$ cat src/rtl/secuenciador_programar.sv
// secuenciador_programar
// Walks one RTC programming pass: for each slot it drives the data-mux select,
// raises a write request with the slot's RTC address and waits for the
// write-cycle block to acknowledge, with a fixed idle gap between writes and
// a timeout that aborts the pass with a sticky error.
//
// Build option: define PROG_TIMER_EN to include the timer slots 6..8 in the
// sequence (0..9); without it the sequence is 0..5 then 9.
//
// state | meaning
// IDLE  | waiting for start, outputs quiet
// SETUP | select settled onto the mux, one cycle
// REQ   | arm write request and clear the timeout counter
// WAIT  | request held until wr_done or timeout
// GAP   | GAP_CYC idle cycles before the next slot
// DONE  | one-cycle done pulse
module secuenciador_programar #(
    parameter int GAP_CYC     = 4,
    parameter int TIMEOUT_CYC = 255,
    parameter int CNT_W       = 8
) (
    input  logic       clk,
    input  logic       reset_n,
    input  logic       start,
    input  logic       wr_done,
    output logic [3:0] sel_prog,
    output logic [7:0] addr_wr,
    output logic       wr_req,
    output logic       busy,
    output logic       done,
    output logic       error
);

    typedef enum logic [2:0] {
        S_IDLE,
        S_SETUP,
        S_REQ,
        S_WAIT,
        S_GAP,
        S_DONE
    } state_t;

    localparam logic [CNT_W-1:0] GAP_LAST = CNT_W'(GAP_CYC - 1);
    localparam logic [CNT_W-1:0] TO_LAST  = CNT_W'(TIMEOUT_CYC - 1);
    localparam logic [3:0]       SLOT_LAST = 4'd9;

    state_t           state_q;
    logic [3:0]       slot_q;
    logic [CNT_W-1:0] cnt_q;
    logic             wr_req_q;
    logic             done_q;
    logic             error_q;

    logic [3:0]       slot_d;
    logic [7:0]       addr_d;

    // Next slot in the programming order; the transfer command always closes the pass.
    always_comb begin
        slot_d = slot_q + 4'd1;
`ifdef PROG_TIMER_EN
        slot_d = slot_q + 4'd1;
`else
        if (slot_q == 4'd5) begin
            slot_d = 4'd9;
        end
`endif
    end

    // RTC address of the current slot, only presented while a write is being set up or issued.
    always_comb begin
        addr_d = 8'h00;
        if (state_q == S_SETUP || state_q == S_REQ || state_q == S_WAIT) begin
            case (slot_q)
                4'd0:    addr_d = 8'h21;
                4'd1:    addr_d = 8'h22;
                4'd2:    addr_d = 8'h23;
                4'd3:    addr_d = 8'h24;
                4'd4:    addr_d = 8'h25;
                4'd5:    addr_d = 8'h26;
                4'd6:    addr_d = 8'h41;
                4'd7:    addr_d = 8'h42;
                4'd8:    addr_d = 8'h43;
                4'd9:    addr_d = 8'hF1;
                default: addr_d = 8'h00;
            endcase
        end
    end

    // Sequencer FSM with registered request/done/error outputs.
    always_ff @(posedge clk or negedge reset_n) begin
        if (!reset_n) begin
            state_q  <= S_IDLE;
            slot_q   <= 4'd0;
            cnt_q    <= '0;
            wr_req_q <= 1'b0;
            done_q   <= 1'b0;
            error_q  <= 1'b0;
        end else begin
            case (state_q)
                S_IDLE: begin
                    if (start) begin
                        state_q <= S_SETUP;
                        slot_q  <= 4'd0;
                        error_q <= 1'b0;
                    end
                end
                S_SETUP: begin
                    state_q <= S_REQ;
                end
                S_REQ: begin
                    wr_req_q <= 1'b1;
                    cnt_q    <= '0;
                    state_q  <= S_WAIT;
                end
                S_WAIT: begin
                    // Completion takes priority over a timeout on the same cycle.
                    if (wr_done) begin
                        wr_req_q <= 1'b0;
                        cnt_q    <= '0;
                        if (slot_q == SLOT_LAST) begin
                            done_q  <= 1'b1;
                            state_q <= S_DONE;
                        end else begin
                            state_q <= S_GAP;
                        end
                    end else if (cnt_q == TO_LAST) begin
                        wr_req_q <= 1'b0;
                        error_q  <= 1'b1;
                        slot_q   <= 4'd0;
                        state_q  <= S_IDLE;
                    end else begin
                        cnt_q <= cnt_q + 1'b1;
                    end
                end
                S_GAP: begin
                    if (cnt_q == GAP_LAST) begin
                        cnt_q   <= '0;
                        slot_q  <= slot_d;
                        state_q <= S_SETUP;
                    end else begin
                        cnt_q <= cnt_q + 1'b1;
                    end
                end
                S_DONE: begin
                    done_q  <= 1'b0;
                    slot_q  <= 4'd0;
                    state_q <= S_IDLE;
                end
                default: begin
                    state_q <= S_IDLE;
                end
            endcase
        end
    end

    assign sel_prog = slot_q;
    assign addr_wr  = addr_d;
    assign wr_req   = wr_req_q;
    assign busy     = (state_q != S_IDLE);
    assign done     = done_q;
    assign error    = error_q;

endmodule

$ cat config.mk
export PLATFORM = sky130hd
export DESIGN_NAME = secuenciador_programar
export DESIGN_NICKNAME = d
export VERILOG_FILES = /design/src/rtl/secuenciador_programar.sv
export SDC_FILE = /design/constraint.sdc
export NUM_CORES = 1
export LEC_CHECK = 0
export BUFFER_PORTS_ARGS = -buffer_cell sky130_fd_sc_hd__buf_4
export CORE_MARGIN = 1.5
export CORE_UTILIZATION = 32
export DETAILED_ROUTE_END_ITERATION = 8
export GPL_ROUTABILITY_DRIVEN = 0
export SLEW_MARGIN = 30
export SYNTH_ARGS = -nofsm -noshare
export SYNTH_HDL_FRONTEND = slang
export SYNTH_SLANG_ARGS = --single-unit
export TNS_END_PERCENT = 10
$ cat constraint.sdc
create_clock -name clk -period 4.9 [get_ports clk]
set_clock_uncertainty 0.05 [all_clocks]
set_input_delay 0.49 -clock clk [delete_from_list [all_inputs] [get_ports clk]]
set_output_delay 0.49 -clock clk [all_outputs]
set_load 0.02 [all_outputs]
==> metrics.txt <==
upper clock frequency limit 0.436 GHz; top flip-flop cell by instance count after synthesis dfrtp_1; compound-gate portion of the synthesized area 23.6%; combinational family with the most area after synthesis simple AND/OR/NAND/NOR gates; proportion of synthesized chip area in sequential cells 35.7%; maxcap violations 0; final instance area 0.00146 sq mm; Total Neg Setup Slack 0 ps; clock input transition at the sequential cells of the worst setup and hold paths 70 ps; DRC violations left 0; die footprint 0.00433 sq mm; average wire per cell in the routed design 13.5 um; core area 0.00372 sq mm; count of TritonRoute iterations in the first routing pass 4; number of global-route vias before repair 993; setup repair bufs after CTS 0; element type at the critical path end primary output; RSZ-0062 raised after global routing false; PwrDens 444 mW/mm^2; global-route wire length before repair ~4.9 mm; result of the run completed; Cell Rows 22; hold buffer count at CTS 0; critical path data arrival time 1750 ps; post-synthesis adder-cell area fraction 4.96%; Final period util around 47%; Final Max Slew Viols 0; area fraction in and, or, nand and nor cells after synthesis ~25%; cts repair resizes 0; sum of routed wire length over all layers 2.78 mm; die extent in x 65.8 um; TritonCTS clock tree done; detailed placer's ending HPWL 1.99 mm; Antenna Diode Count 0; Final Hold Vio Count 0; Post-Layout Cell Count 205; Net count, final 167; Worst Path Class, Setup reg2out; # IOs 20; critical path launch point type flip-flop; total routing resource utilization after global routing 14.7%; clock buffer count from CTS 3; Worst Hold Class in2async; launch instance of the worst register-to-register path cnt_q[4]$_DFFE_PN0P_; average instance area after synthesis 8.70 sq um; YS warnings 0; required time worst endpoint roughly 4400 ps; Initial Util 33.9%; antenna violations before repair 0; Max H-tree Level 1; pin count of the biggest net entering global routing 19; Port Buffers 18; Crit. Startpoint sel_prog[0]$_DFFE_PN0P_; grt total ovfl 0; vias between 1k and 1.5k; fraction of synthesis flops using an asynchronous set or reset pin 100%; Leakage Power 0.621 nW; via/cell ratio 5.51; Iteration-0 DRC Markers 99; number of unique standard cell types used by synthesis 45; total clock sinks 18; count of antenna-violating nets left after detailed routing 0; clock latency on the worst-skew pair roughly 260 ps; Area Growth Syn to Fin 16.0%; clock tree root buffer cell clkbuf_8; area of the mapped netlist 0.00126 sq mm; cells after synthesis 145; final worst path period need ~2300 ps; count of state elements after synthesis 18; final number of setup-violating endpoints 0; fraction of layout instances using a drive strength above 1 21.7%; net count after synthesis approximately 150; number of placed instances, taps included 201; worst vdd ir 0.191 mV; count of flip-flops with a built-in enable after synthesis 0; DIE HEIGHT 65.8 um; critical-path maximum fanout 8; Cell Area, Placed 0.00141 sq mm; register-to-register setup slack 2690 ps; synthesized-area fraction occupied by xor and xnor cells 0.694%; buffer levels on the longest clock path 2; mux contribution to synthesized area between 3 and 4%
==> layout make-up <==
| class | instances | area, sq um |
|---|---|---|
| Clock buffer | 4 | 55.1 |
| Fill cell | 371 | 2250 |
| Inverter | 6 | 22.5 |
| Multi-Input combinational cell | 110 | 732 |
| Sequential cell | 18 | 450 |
| Tap cell | 48 | 60.1 |
| Timing Repair Buffer | 19 | 143 |
==> cells in the final DEF, fill, tap and decap left out, types with 3 or more instances in the layout <==
cell type,Yosys,layout
buf_4,2,19
dfrtp_1,18,18
nand2_1,14,14
nor2_1,9,9
a21oi_1,9,9
o21ai_0,7,7
o211ai_1,7,7
inv_1,6,6
nand3_1,5,5
ha_1,5,5
or2_2,4,4
nor3_1,4,4
clkbuf_8,0,4
nor2b_1,3,3
nand2b_1,3,3
nor3b_1,3,3
or3_1,3,3
==> where the power goes <==
group / switching, mW / internal (mW) / leakage [nW]
registers: 0.0556 / 0.172 / 0.244
clock network: 0.0543 / 0.0715 / 0.0288
logic: 0.163 / 0.134 / 0.348
total: 0.273 / 0.377 / 0.621
==> metrics by stage <==
stage | worst slack (ps) | power (mW) | util [%] | hold WS (ps)
floorplan | 2660 | 0.445 | - | 144
global placement | 2730 | 0.524 | 37.9 | 326
detailed placement | 2700 | 0.526 | 37.9 | 328
CTS | 2600 | 0.653 | 39.4 | 46.7
global route | 2460 | 0.700 | 39.4 | 54.6
finish | 2610 | 0.650 | 39.4 | 43.1
==> registers in the layout, indices dropped and copies added (netlist names) <==
name      cells
error         1
done          1
cnt_q         8
wr_req        1
sel_prog      4
state_q       3
==> cells by family after synthesis <==
| group | after synthesis |
|---|---|
| AND/OR/NAND/NOR | 57 |
| AO/OA/AOI/OAI | 42 |
| flip-flops | 18 |
| buffers and inverters | 17 |
| adder cells (fa/ha/maj) | 5 |
| multiplexers | 4 |
| other | 1 |
| XOR/XNOR | 1 |
==> worst max-delay path: stages (launching register included) <==
cell and delay (ps):
dfrtp_1 490, inv_1 130, ha_1 330, mux2i_1 130, nor2_1 50, a31oi_1 140, nor2_1 60, buf_4 150
==> layer usage <==
layer,global-route usage (%),vias up,wire (um)
met5,0,-,0
met4,3.91,0,19
met3,3.07,2,120
met2,21.6,25,1230
met1,21.6,550,1400
li1,-,552,-
==> worst paths after layout <==
kind,end,depth (start not counted)
worst max-delay path,addr_wr[1],7
worst min-delay path,sel_prog[1]$_DFFE_PN0P_,1
worst max register to register,sel_prog[0]$_DFFE_PN0P_,4
worst min register to register,wr_req$_DFFE_PN0P_,1
max in group asynchronous,sel_prog[0]$_DFFE_PN0P_,1
min in group clk,error$_DFFE_PN0P_,2
==> synthesized netlist by cell type (4+ instances only) <==
library cell  number  share of area (%)
o21ai_0            7                2.8
nand2_1           14                4.2
dfrtp_1           18                 36
or2_2              4                2.0
nor3_1             4                1.6
nand3_1            5                2.0
nor2_1             9                2.7
a21oi_1            9                3.6
clkbuf_1           8                2.4
ha_1               5                5.0
inv_1              6                1.8
o211ai_1           7                4.2
No activity file was read; power rests on OpenSTA's default activity.
